[config.mk]
export PLATFORM = sky130hd
export DESIGN_NAME = tlbidx_csr_unit
export DESIGN_NICKNAME = d
export VERILOG_FILES = /design/src/rtl/tlb_pkg.sv /design/src/rtl/tlb_victim_ctr.sv /design/src/rtl/tlbidx_csr_unit.sv
export SDC_FILE = /design/constraint.sdc
export NUM_CORES = 1
export LEC_CHECK = 0
export ABC_AREA = 1
export CAP_MARGIN = 0
export CELL_PAD_IN_SITES_DETAIL_PLACEMENT = 1
export CELL_PAD_IN_SITES_GLOBAL_PLACEMENT = 1
export CORE_MARGIN = 3
export CORE_UTILIZATION = 18
export CTS_CLUSTER_SIZE = 28
export DETAILED_ROUTE_END_ITERATION = 8
export PLACE_DENSITY = 0.87
export SETUP_SLACK_MARGIN = 0.3
export SLEW_MARGIN = 20
export SYNTH_ARGS = -nofsm -noshare
export SYNTH_HDL_FRONTEND = slang
export SYNTH_HIERARCHICAL = 1
export SYNTH_SLANG_ARGS = --single-unit
export TNS_END_PERCENT = 20
[constraint.sdc]
create_clock -name clk -period 2.45 [get_ports clk]
set_clock_uncertainty 0.15 [all_clocks]
set_input_delay 0.49 -clock clk [delete_from_list [all_inputs] [get_ports clk]]
set_output_delay 0.49 -clock clk [all_outputs]
set_load 0.01 [all_outputs]
[src/rtl/tlb_pkg.sv]
// -----------------------------------------------------------------------------
// tlb_pkg
// Shared definitions for the TLBIDX CSR and the TLB victim counter:
//   - TLBIDX field positions (INDEX, PS, NE) and the reset value
//   - search FSM state type
//   - default TLB depth
//   - writable_mask(): which TLBIDX bits software and hardware may change
// -----------------------------------------------------------------------------
package tlb_pkg;

   localparam int TLB_ENTRIES_DEF = 16;

   localparam int IDX_LSB = 0;
   localparam int PS_LSB  = 24;
   localparam int PS_W    = 6;
   localparam int NE_BIT  = 31;

   // NE set, everything else clear.
   localparam logic [31:0] TLBIDX_RST = 32'h8000_0000;

   typedef enum logic {
      IDLE = 1'b0,
      WAIT = 1'b1
   } srch_state_e;

   // Bits that exist in TLBIDX for a given index width; all others read 0.
   function automatic logic [31:0] writable_mask(input int idx_w);
      logic [31:0] m;
      m = '0;
      for (int b = 0; b < 32; b++) begin
         if ((b >= IDX_LSB && b < IDX_LSB + idx_w) ||
             (b >= PS_LSB && b < PS_LSB + PS_W) ||
             (b == NE_BIT))
            m[b] = 1'b1;
      end
      return m;
   endfunction

endpackage

[src/rtl/tlb_victim_ctr.sv]
// -----------------------------------------------------------------------------
// tlb_victim_ctr
// Wrapping victim-index counter for TLBFILL.
//   FILL_MODE 0: advances once per fill pulse.
//   FILL_MODE 1: advances every cycle (free-running pseudo-random victim).
// idx is the value to use for a fill in the current cycle (pre-increment).
// Ports:
//   clk  - clock
//   rst  - synchronous active-high reset, clears the counter
//   fill - TLBFILL executes this cycle
//   idx  - current victim index
// -----------------------------------------------------------------------------
module tlb_victim_ctr
   import tlb_pkg::*;
#(
   parameter  int ENTRIES   = TLB_ENTRIES_DEF,
   parameter  int FILL_MODE = 0,
   localparam int IDX_W     = $clog2(ENTRIES)
) (
   input  logic             clk,
   input  logic             rst,
   input  logic             fill,
   output logic [IDX_W-1:0] idx
);

   localparam logic [IDX_W-1:0] LAST = IDX_W'(ENTRIES - 1);

   logic advance;
   assign advance = (FILL_MODE != 0) ? 1'b1 : fill;

   // NOTE: registered state is written with non-blocking assignments so every
   // flop samples the pre-edge values of its neighbours.
   always_ff @(posedge clk) begin
      if (rst)
         idx <= '0;
      else if (advance)
         idx <= (idx == LAST) ? '0 : idx + 1'b1;
   end

endmodule

[src/rtl/tlbidx_csr_unit.sv]
// -----------------------------------------------------------------------------
// tlbidx_csr_unit
// TLBIDX CSR for LoongArch32 with TLBSRCH sequencing, TLBRD result capture
// and TLBFILL victim index generation.
// Ports:
//   clk, rst                  - clock, synchronous active-high reset
//   csr_we/csr_wmask/csr_wdata- masked CSR write (csrwr/csrxchg)
//   srch_start                - TLBSRCH issued (lookup request)
//   srch_busy                 - search outstanding
//   srch_done/srch_hit/
//   srch_hit_idx              - search response from the TLB array
//   tlbrd_valid/tlbrd_e/
//   tlbrd_ps                  - TLBRD result
//   tlbfill_valid             - TLBFILL executes this cycle
//   tlbidx                    - architectural TLBIDX
//   tlb_index                 - INDEX field, used by TLBRD/TLBWR
//   fill_idx                  - victim index for this cycle's TLBFILL
// Same-cycle priority (low to high): CSR write, search completion, TLBRD.
// -----------------------------------------------------------------------------
module tlbidx_csr_unit
   import tlb_pkg::*;
#(
   parameter  int TLB_ENTRIES = TLB_ENTRIES_DEF,
   parameter  int FILL_MODE   = 0,
   localparam int IDX_W       = $clog2(TLB_ENTRIES)
) (
   input  logic             clk,
   input  logic             rst,
   input  logic             csr_we,
   input  logic [31:0]      csr_wmask,
   input  logic [31:0]      csr_wdata,
   input  logic             srch_start,
   output logic             srch_busy,
   input  logic             srch_done,
   input  logic             srch_hit,
   input  logic [IDX_W-1:0] srch_hit_idx,
   input  logic             tlbrd_valid,
   input  logic             tlbrd_e,
   input  logic [5:0]       tlbrd_ps,
   input  logic             tlbfill_valid,
   output logic [31:0]      tlbidx,
   output logic [IDX_W-1:0] tlb_index,
   output logic [IDX_W-1:0] fill_idx
);

   localparam logic [31:0] WR_MASK = writable_mask(IDX_W);

   srch_state_e state_q, state_d;
   logic [31:0] tlbidx_q, tlbidx_d;
   logic        srch_complete;

   // A response only counts while a search is outstanding; a stray done in
   // IDLE (e.g. right after a reset aborted the search) is dropped.
   assign srch_complete = (state_q == WAIT) && srch_done;

   // ---------------- search FSM ----------------
   always_ff @(posedge clk) begin
      if (rst)
         state_q <= IDLE;
      else
         state_q <= state_d;
   end

   // NOTE: every combinational output gets a default before any branch, so no
   // path leaves it unassigned and no latch is inferred.
   always_comb begin
      state_d = state_q;
      unique case (state_q)
         IDLE: if (srch_start) state_d = WAIT;
         WAIT: if (srch_done)  state_d = IDLE;
         default: state_d = IDLE;
      endcase
   end

   assign srch_busy = (state_q == WAIT);

   // ---------------- TLBIDX register ----------------
   // Later assignments override earlier ones, giving the priority order.
   always_comb begin
      tlbidx_d = tlbidx_q;
      if (csr_we)
         tlbidx_d = (tlbidx_q & ~(csr_wmask & WR_MASK)) |
                    (csr_wdata & csr_wmask & WR_MASK);
      if (srch_complete) begin
         if (srch_hit) begin
            tlbidx_d[IDX_LSB +: IDX_W] = srch_hit_idx;
            tlbidx_d[NE_BIT]           = 1'b0;
         end else begin
            tlbidx_d[NE_BIT] = 1'b1;
         end
      end
      if (tlbrd_valid) begin
         tlbidx_d[PS_LSB +: PS_W] = tlbrd_e ? tlbrd_ps : '0;
         tlbidx_d[NE_BIT]         = ~tlbrd_e;
      end
   end

   always_ff @(posedge clk) begin
      if (rst)
         tlbidx_q <= TLBIDX_RST;
      else
         tlbidx_q <= tlbidx_d;
   end

   assign tlbidx    = tlbidx_q;
   assign tlb_index = tlbidx_q[IDX_LSB +: IDX_W];

   // ---------------- victim counter ----------------
   tlb_victim_ctr #(
      .ENTRIES   (TLB_ENTRIES),
      .FILL_MODE (FILL_MODE)
   ) u_victim (
      .clk  (clk),
      .rst  (rst),
      .fill (tlbfill_valid),
      .idx  (fill_idx)
   );

   // A new search must not be issued while one is outstanding. Start together
   // with the completing done is tolerated: the done wins, the start drops.
   a_no_start_in_wait : assert property (
      @(posedge clk) disable iff (rst)
      !(state_q == WAIT && srch_start && !srch_done)
   );

endmodule

### Word level (Yosys, flattened, before mapping)

Index checks and enable logic that the tools add are counted.

| storage, ports and cells | value |
|---|---|
| register bits after elaboration | 37 |
| logic and storage cells | 29 |

| operators by class | value |
|---|---|
| $add $sub $neg | 1 |
| eq/ne operators | 1 |
| multiplexer cells | 12 |
| bitwise operators | 6 |
| reductions and logical operators | 3 |

Operators with widths:

| operator | number |
|---|---|
| $and A32 B32 Y32 | 2 |
| $mux W32 | 1 |
| $not A32 Y32 | 1 |
| $or A32 B32 Y32 | 1 |
| $mux W4 | 3 |
| $mux W6 | 2 |
| $mux W1 | 5 |
| $add A4 B1 Y4 const B | 1 |
| $eq A4 B4 Y1 const B | 1 |
| $reduce_bool A3 Y1 | 1 |
| $not A1 Y1 | 2 |
| $pmux W1 S2 | 1 |
| $reduce_bool A2 Y1 | 1 |
| $logic_and A1 B1 Y1 | 1 |

### Longest topological paths before layout

| logic depth | value |
|---|---|
| depth in word-level cells | 6 |
| depth in mapped cells | 7 |
| gate-level depth less buffers | 7 |

### Modules after synthesis

Netlist, hierarchy kept.

By module, submodules not included:

| module | instances | cells an instance | area each (um2) | seq. area each (um2) |
|---|---|---|---|---|
| tlbidx_csr_unit | 1 | 138 | 923.4 | 240.2 |
| tlb_victim_ctr | 1 | 29 | 195.2 | 80.1 |

### Least setup slack after synthesis

Ideal clock, no wire load.

| path | value |
|---|---|
| kind | input -> register |
| start point | input port csr_we |
| end point | register tlbidx_q[25] (netlist: tlbidx[25]) |
| library setup time | 0.066 ns |
| arrival | 0.986 ns |
| data required time | 2.234 ns |
| path slack | 1.248 ns |
| stages | 6 |
| cell sequence | buf_6 -> nor2_8 -> nand2_1 -> nand2_1 -> inv_2 -> a21oi_2 |

| between the ends | value |
|---|---|
| cells in the longest elaborated chain, start to end | 1 |

RTL lines:

| element | RTL line | text |
|---|---|---|
| start: declaration | tlbidx_csr_unit.sv:29 | `input logic csr_we,` |
| $reduce_bool A2 Y1 (no line) | - |  |
| end signal: assignment | tlbidx_csr_unit.sv:102 | `tlbidx_q <= tlbidx_d;` |
| end: declaration | tlbidx_csr_unit.sv:49 | `logic [31:0] tlbidx_q, tlbidx_d;` |

Every way passes these cells.
A chain may end at the register's enable or synchronous reset.

### Worst setup path in the final report

| path | value |
|---|---|
| start point | register u_victim.idx[2] |
| end point | output port fill_idx[2] |

RTL lines:

| element | RTL line | text |
|---|---|---|
| start: declaration | tlb_victim_ctr.sv:23 | `output logic [IDX_W-1:0] idx` |
| start signal: assignment | tlb_victim_ctr.sv:37 | `idx <= (idx == LAST) ? '0 : idx + 1'b1;` |
| end: declaration | tlbidx_csr_unit.sv:43 | `output logic [IDX_W-1:0] fill_idx` |

No word-level cell between the ends.

==> results.md <==
* Outcome: completed
* Yosys cell types at 21
* Worst setup SP type: flop
* Clock slew at reported path FFs at roughly 70 ps
* Layout cells sized above 1 at 8.37%
* R2R setup slack at between 1000 and 1500 ps
* RD Place Congestion at 0.727
* Post-Synth Simple-Gate Area at between 20% and 30%
* First-pass GRT wire length at 5.98 mm
* Biggest cell delay along the critical path at approximately 560 ps
* Core ar. at around 6000 um2
* Max VDD drop at between 0.2 and 0.25 mV
* Residual DRC at 0
* CP top delay family: buffers and inverters
* Fmax at between 500 and 600 MHz
* RR Startpoint: u_victim/idx[0]
* Vias at approximately 1200
* Fin crit share at 75.7%
* Post-synthesis sequential area ratio at 28.6%
* Critical path class: reg -> out
* Cell Area, Synth at 1120 um2
* Die ar. at roughly 7000 um2
* Post-placement setup slack at around 300 ps
* Antenna viol nets, final at 0
* Cts repair resizes at 0
* Pre-Repair DR Iteration Count at 3
* Sink Count at 16
* CP max-delay cell: clkdlybuf4s50_1
* Setup tns final at 0 ps
* Largest net degree at the start of global routing at 10
* Gate power share at just under 30%
* Total CTS buffers at 3
* Synth Register Bits at 16
* Number of vias per cell at just under 4
* Root Buffer: clkbuf_8
* Adder-cell share of the synthesized area at 1.12%
* Hold WC Path Type: reg -> reg
* Ant diodes at 0
* Worst slew pin tran at between 600 and 700 ps
* Die W at 84.8 um
* Static leakage at 0.831 nW
* Initial Util at between 10% and 20%
* Chip height at between 80 and 90 um
* Clock Latency Late Sink at about 250 ps
* Crit path DAT at 1210 ps
* Mux cell area share after synthesis at 0%
* Post-synthesis compound-gate area fraction at between 10% and 20%
* I/O pins at approximately 120
* Unrepaired setup endpoints after global routing: false
* Inst Count DP at between 200 and 300
* P&R area growth vs syn at 56.9%
* TritonCTS clock tree: yes
* Hold Crit Start: tlbidx[2]
* Initial antenna violation count at 0
* Cells taking the most area after synthesis: dfxtp_1, buf_4, nand2_1
* Setup bufs post-CTS at 0
* Crit Path Max Fanout at 5
* Cells along the critical path: clkdlybuf4s50_1
* Final worst slack at 596 ps
* Fin. max-slew vios at 0
* Worst hold slack at between 300 and 400 ps
* Clk pwr share at between 30% and 40%
* Internal power at 0.000537 W
* Routed wire per std cell at 12.2 um
* Number of I/O port buffers at 60
* HPWL Detailed at 3.03 mm
* Crit path capture type: output port
* Cell Pwr Density at 424 nW/um2
* Xor-xnor portion of the synthesized cell area at 0%
* FP Rows at 28
* Gr usage total at between 10 and 15%
* Endpoints failing hold at 0
* Final Critical Period at 1850 ps
* P_sw at between 0.0002 and 0.00025 W
* Syn avg cell area at 6.70 um2
* Longest Clk Path Bufs at 2
* DRT iter0 DRCs at 15
* Sequential share of power at 39.0%
* Hold-fix buffers at CTS at 0
* Htree depth at 1
* Nets at around 310
* Congestion Overflow GR at 0
* Net Sw Frac at approximately 28%
* Synthesis Warnings at 6
* Vias in the first global route at 1268
* Leading cell types in the layout, fill and taps excluded: clkdlybuf4s50_1, nand2_1, inv_1, conb_1
* Post-synthesis instance total at about 170
* Relative slew slack at 59.3%
* Largest family of logic cells by synthesized area: simple AND/OR/NAND/NOR gates
* Synth top area share at around 29%
* Final Setup Violations at 0
* Worst Setup SP: u_victim/idx[2]
* Synth area leader: dfxtp_1
* Post-Layout Cell Count at approximately 300
* Detailed Route WL at roughly 3.7 mm
* Worst Path Required at 1810 ps
* CP Buf/Inv Count at 1
* Max-cap violations at 0
* Most common cell after layout, fill and taps aside: clkdlybuf4s50_1
synthesized netlist by cell type:
| library cell | instances |
|---|---|
| dfxtp_1 | 16 |
| nor2_8 | 2 |
| clkinv_1 | 1 |
| o21ai_1 | 2 |
| ha_1 | 1 |
| inv_2 | 4 |
| nor2_1 | 8 |
| buf_6 | 2 |
| a21oi_1 | 10 |
| or2_1 | 1 |
| a21oi_2 | 2 |
| nor2_2 | 1 |
| nand2_2 | 2 |
| conb_1 | 1 |
| inv_4 | 1 |
| nand3_1 | 16 |
| inv_1 | 21 |
| o211ai_1 | 5 |
| nand2_1 | 42 |
| buf_4 | 25 |
| o21ai_0 | 4 |
path summary, 6_finish.rpt:
path / to / cells past startpoint
worst max-delay path: fill_idx[2] / 1
worst min-delay path: tlbidx[2] / 2
worst max register to register: u_victim/idx[3] / 6
worst min register to register: tlbidx[2] / 2
power by group through the flow:
stage | combinational (W) | sequential [W] | clock (W)
finish | 0.000215 | 0.000290 | 0.000238
global placement | 0.000210 | 0.000295 | 0
detailed placement | 0.000218 | 0.000296 | 0
global route | 0.000237 | 0.000292 | 0.000267
floorplan | 0.000112 | 0.000301 | 0
CTS | 0.000219 | 0.000290 | 0.000258
through the flow:
step / instance area (um2) / total power, W / util [%]
after CTS: 1760 / 0.000767 / 29.5
after global routing: 1760 / 0.000796 / 29.5
after global placement: 1700 / 0.000505 / 28.6
after detailed placement: 1700 / 0.000513 / 28.6
final: 1760 / 0.000744 / 29.5
after floorplan: 1190 / 0.000413 / -
cell families after synthesis:
group / count (synthesis)
AND/OR/NAND/NOR: 72
buffers and inverters: 54
AO/OA/AOI/OAI: 23
flip-flops: 16
adder cells (fa/ha/maj): 1
other: 1
final cells by class:
type | count | area [um2]
clock buffer | 4 | 55.1
timing repair buffer | 63 | 623
multi-input combinational | 117 | 559
inverter | 27 | 104
tap | 75 | 93.8
sequential | 16 | 320
fill | 758 | 4200
routing by layer:
layer  wire [um]  track usage, %  vias up
li1            -               -      591
met1        1560            11.6      527
met2        1860            19.6       50
met3         229            2.52        4
met4          27            2.16        0
met5           0               0        -
sequential cells by signal, indices dropped and copies added (netlist names):
register      count
srch_busy         1
tlbidx           11
u_victim/idx      4
No activity file was read; power rests on OpenSTA's default activity.
==> RTL change 1: new RTL, config.mk and constraints unchanged <==
Change the package constant `TLB_ENTRIES_DEF` from 16 to 8.
--- a/src/rtl/tlb_pkg.sv
+++ b/src/rtl/tlb_pkg.sv
@@ -8,7 +8,7 @@
 // -----------------------------------------------------------------------------
 package tlb_pkg;
 
-   localparam int TLB_ENTRIES_DEF = 16;
+   localparam int TLB_ENTRIES_DEF = 8;
 
    localparam int IDX_LSB = 0;
    localparam int PS_LSB  = 24;
Ports: changed (resized fill_idx, srch_hit_idx and tlb_index); port bits go from 124 to 121. No check against the original RTL was run, so the function may have changed too.
==> RTL change 1 against the original RTL <==
Setup slack improved by 0.038 ns; sequential power decreased by 12%; area after synthesis decreased by 6.4%; synthesized cell count decreased by 12%; die area decreased by 5.9%; sequential cell count decreased by 2; non-clock buffer count decreased by 7; final area decreased by 8.7%; register-to-register slack got worse by 0.07 ns; sequential share of layout area decreased by 0.76 points; utilization decreased by 0.72 points; routed wire length decreased by 19%; total power decreased by 13%; largest power group unchanged.
==> RTL change 1: results (changes against the original RTL) <==
[metrics] leakage power: 0.7402 nW (-11%)
[metrics] Peak VDD IR: 210.6 µV (-6.9%)
[metrics] commonest cells in the netlist: sky130_fd_sc_hd__buf_4, sky130_fd_sc_hd__nand2_1, sky130_fd_sc_hd__inv_1, sky130_fd_sc_hd__nand3_1, sky130_fd_sc_hd__dfxtp_1
[metrics] mean post-synth cell area: 7.124 µm² (+6.4%)
[metrics] proportion of synthesized chip area in sequential cells: 26.76% (-1.9 points)
[metrics] combined global-route utilization of all metal layers: 9.200% (-1.1 points)
[metrics] peak per-stage delay on the critical path: 0.84 ns (+0.28 ns)
[metrics] met3 wirelength from detailed routing: 274 µm (+20%)
[metrics] end of the worst hold path: u_victim/idx[1]
[metrics] met1 global-route usage: 9.661% (-2.0 points)
[metrics] met2 GRT Util: 16.99% (-2.6 points)
[metrics] First-pass DRT Iterations: 4 (+1)
[metrics] worst reg2reg endpoint: u_victim/idx[2]
[metrics] Detail Route met2 WL: 1.544 mm (-17%)
[metrics] Distinct cells, synth: 19 (-9.5%)
[metrics] M1 wire length: 1.143 mm (-27%)
[metrics] top area cells in the synthesized netlist: sky130_fd_sc_hd__dfxtp_1, sky130_fd_sc_hd__buf_4, sky130_fd_sc_hd__nand2_1, sky130_fd_sc_hd__nand3_1, sky130_fd_sc_hd__nand2_2
[metrics] crit path max fanout: 10 (+5)
[metrics] slew of the pin with the lowest slew margin: 0.5829 ns (-0.02566 ns)
[metrics] setup slack on the worst flop-to-flop path: 1.20 ns (-0.07 ns)
[metrics] worst hold start: u_victim/idx[1]
[metrics] run status: finished, final reports clean
[metrics] number of nets in the layout: 286 (-8.3%)
[metrics] number of DRC markers in iteration 0: 14 (-1)
[metrics] Yosys Warn Count: 6 (unchanged)
[metrics] vias: 1034 (-12%)
[metrics] via count of the first global-routing pass: 1031 (-19%)
[metrics] Hold WS: 0.3464 ns (-0.02553 ns)
[metrics] first-pass GRT wire length: 4.678 mm (-22%)
[metrics] length in cells of the worst reg-to-reg path: 4 (-2)
[metrics] final wirelength: 2.979 mm (-19%)
[metrics] post-route non-filler standard cell count: 272 (-9.9%)
[metrics] GR met3 Demand/Resource: 3.796% (+1.3 points)
[metrics] IO buf count: 54 (-10%)
[metrics] FILL cells: 677 (-11%)
[metrics] Routability Congestion: 0.6716 (-7.6%)
[metrics] end of the critical path: tlbidx[28]
[metrics] endpoint arrival time on the critical path: 1.84 ns (+0.63 ns)
[metrics] critical path launch point: csr_we
[metrics] cell area after placement: 1562 µm² (-8.2%)
[metrics] proportion of layout cells with a drive suffix above 1: 15.00% (+6.6 points)
## RTL change 1: logic make-up after synthesis
kind of cell	after synthesis	synth area share [%]
adders and majority gates	2	2.389
DFF	14	26.76
buffers and inverters	50	28.55
AOI/OAI and AO/OA	20	12.54
and+or+nand+nor	60	29.39
other	1	0.3581
## RTL change 1: stage by stage
stage,setup WS [ns],power (mW)
after detailed placement,0.3439,0.4661
after global placement,0.3818,0.4598
after CTS,0.5989,0.6629
after floorplan,1.227,0.3783
after global routing,0.5226,0.6951
final,0.6341,0.6458
## RTL change 1: cell type report
type / instances / area (µm²) / area share (%)
multi-input cells: 104 / 546.8 / 34.11
flip-flops and latches: 14 / 280.3 / 17.49
clock buffers: 3 / 41.29 / 2.576
well taps: 72 / 90.09 / 5.621
inverters: 23 / 88.84 / 5.543
repair buffers: 56 / 555.5 / 34.66
## RTL change 1: power breakdown
part / switching [mW] / internal, mW
Clock: 0.0785 / 0.109
Sequential: 0.0129 / 0.243
Combinational: 0.0920 / 0.111
Total: 0.183 / 0.462
==> RTL change 2: new RTL, same flow settings <==
Without the edit above. Reset style: asynchronous (`rst`), changed in 3 clocked blocks. Comments in the files are not updated.
--- a/src/rtl/tlb_victim_ctr.sv
+++ b/src/rtl/tlb_victim_ctr.sv
@@ -30,7 +30,7 @@
 
    // NOTE: registered state is written with non-blocking assignments so every
    // flop samples the pre-edge values of its neighbours.
-   always_ff @(posedge clk) begin
+   always_ff @(posedge clk or posedge rst) begin
       if (rst)
          idx <= '0;
       else if (advance)
--- a/src/rtl/tlbidx_csr_unit.sv
+++ b/src/rtl/tlbidx_csr_unit.sv
@@ -54,7 +54,7 @@
    assign srch_complete = (state_q == WAIT) && srch_done;
 
    // ---------------- search FSM ----------------
-   always_ff @(posedge clk) begin
+   always_ff @(posedge clk or posedge rst) begin
       if (rst)
          state_q <= IDLE;
       else
@@ -95,7 +95,7 @@
       end
    end
 
-   always_ff @(posedge clk) begin
+   always_ff @(posedge clk or posedge rst) begin
       if (rst)
          tlbidx_q <= TLBIDX_RST;
       else
Function: differs if rst is asserted again (counterexample within 4 cycles, from zero or initial values and one cycle with rst high); with rst held inactive, the same outputs for 10 cycles.
==> RTL change 2 against the original RTL <==
Total power rose by 29%; die area decreased by 2.1%; synthesized cell count shrank 11%; area after synthesis shrank 2.2%; sequential power up 30%; first-iteration DRC count up 47%; clock power down 16%; final area decreased by 2.9%; sequential cell count is the same; combinational power rose by 78%; setup slack worse by 0.12 ns; routed wire length down 17%.
==> RTL change 2: results (changes against the original RTL) <==
[metrics] run status: finished, final reports clean
[metrics] kind of cell adding the most delay to the critical path: flip-flops
[metrics] final critical-path required period: 1.971 ns (+0.1169 ns)
[metrics] share of the synthesized area in compound gates (AO/OA/AOI/OAI): 8.696% (-3.4 points)
[metrics] via count of the first global-routing pass: 1058 (-17%)
[metrics] min-delay worst type: input pin to asynchronous set/reset pin
[metrics] share of flip-flops with an asynchronous set or reset after synthesis: 100.0% (+100 points)
[metrics] leakage power: 0.8110 nW (-2.4%)
[metrics] most common flop cell mapped by yosys: sky130_fd_sc_hd__dfrtp_1
[metrics] final wirelength: 3.032 mm (-17%)
[metrics] crit path max fanout: 3 (-2)
[metrics] Routability Congestion: 0.7454 (+2.6%)
[metrics] dpl cells: 275 (-7.7%)
[metrics] P_seq: 377 µW (+30%)
[metrics] number of nets in the layout: 292 (-6.4%)
[metrics] ratio of routed vias to standard cells: 3.860 (-0.53%)
[metrics] slew of the pin with the lowest slew margin: 0.5361 ns (-0.07246 ns)
[metrics] number of DRC markers in iteration 0: 22 (+7)
[metrics] mean post-synth cell area: 7.339 µm² (+9.6%)
[metrics] Power, Total: 959.4 µW (+29%)
[metrics] critical path launch point: tlbidx[31]
[metrics] Peak VDD IR: 330.3 µV (+46%)
[metrics] First-pass DRT Iterations: 4 (+1)
[metrics] average detailed-routed wire length per instance: 10.87 µm (-11%)
[metrics] share of synthesized cell area in full adder, half adder and majority cells: 1.144% (+0.026 points)
[metrics] maximum number of pins on one net before global-route repair: 13 (+3)
[metrics] clock group power: 201 µW (-16%)
[metrics] setup slack on the worst flop-to-flop path: 1.25 ns (-0.02 ns)
[metrics] first-pass GRT wire length: 4.850 mm (-19%)
[metrics] reg-to-reg startpoint: u_victim/idx[0]
[metrics] Hold WS: 0.3312 ns (-0.04074 ns)
[metrics] net load switching power: 305.9 µW (+48%)
[metrics] multiplexer area fraction after synthesis: 0% (unchanged)
[metrics] top area cells in the synthesized netlist: sky130_fd_sc_hd__dfrtp_1, sky130_fd_sc_hd__buf_4, sky130_fd_sc_hd__nand2_1, sky130_fd_sc_hd__inv_1, sky130_fd_sc_hd__nand3_1
[metrics] slowest stage cell on the critical path: sky130_fd_sc_hd__dfstp_2
[metrics] commonest cells in the netlist: sky130_fd_sc_hd__nand2_1, sky130_fd_sc_hd__buf_4, sky130_fd_sc_hd__inv_1
RTL change 2: cell count changes in the layout (fill, tap and decap cells not counted), moves of 2 or more:
cell                      before  now
sky130_fd_sc_hd__a21oi_2       2    0
sky130_fd_sc_hd__a21oi_1      10    0
sky130_fd_sc_hd__nor2_1        8    2
sky130_fd_sc_hd__dfrtp_1       0   15
sky130_fd_sc_hd__dfxtp_1      16    0
sky130_fd_sc_hd__buf_4         3    0
sky130_fd_sc_hd__nor2_8        2    0
sky130_fd_sc_hd__nand3_1      16   13
sky130_fd_sc_hd__o21ai_1       2    6
RTL change 2: layout make-up:
type,instances,area [µm²]
repair buffers,60,600.6
fillers,704,3970
flip-flops and latches,16,401.6
clock buffers,4,45.04
well taps,72,90.09
inverters,25,93.84
multi-input cells,102,474.2
RTL change 2: path summary, 6_finish.rpt:
path / endpoint / depth (start not counted)
max: tlbidx[31] / 1
min: u_victim/idx[0] / 2
max reg2reg: u_victim/idx[2] / 4
min reg2reg: tlbidx[31] / 2
max in group asynchronous: tlbidx[31] / 2
min in group clk: tlbidx[31] / 2
RTL change 2: per-layer routing:
metal  GRT usage [%]  vias up  wire length (µm)
li1                -      528                 -
met1           9.976      499              1282
met2           15.62       48              1528
met3           3.060        2               216
met4          0.4386        0                 4
met5               0        -                 0
RTL change 2: logic make-up (layout without fill, tap and decap cells):
logic type      Yosys count  in the layout
xor+xnor                  1              1
flops                    16             16
other cells               1             21
simple gates             63             63
buf+inv                  51             89
fa+ha+maj                 1              1
compound gates           16             16
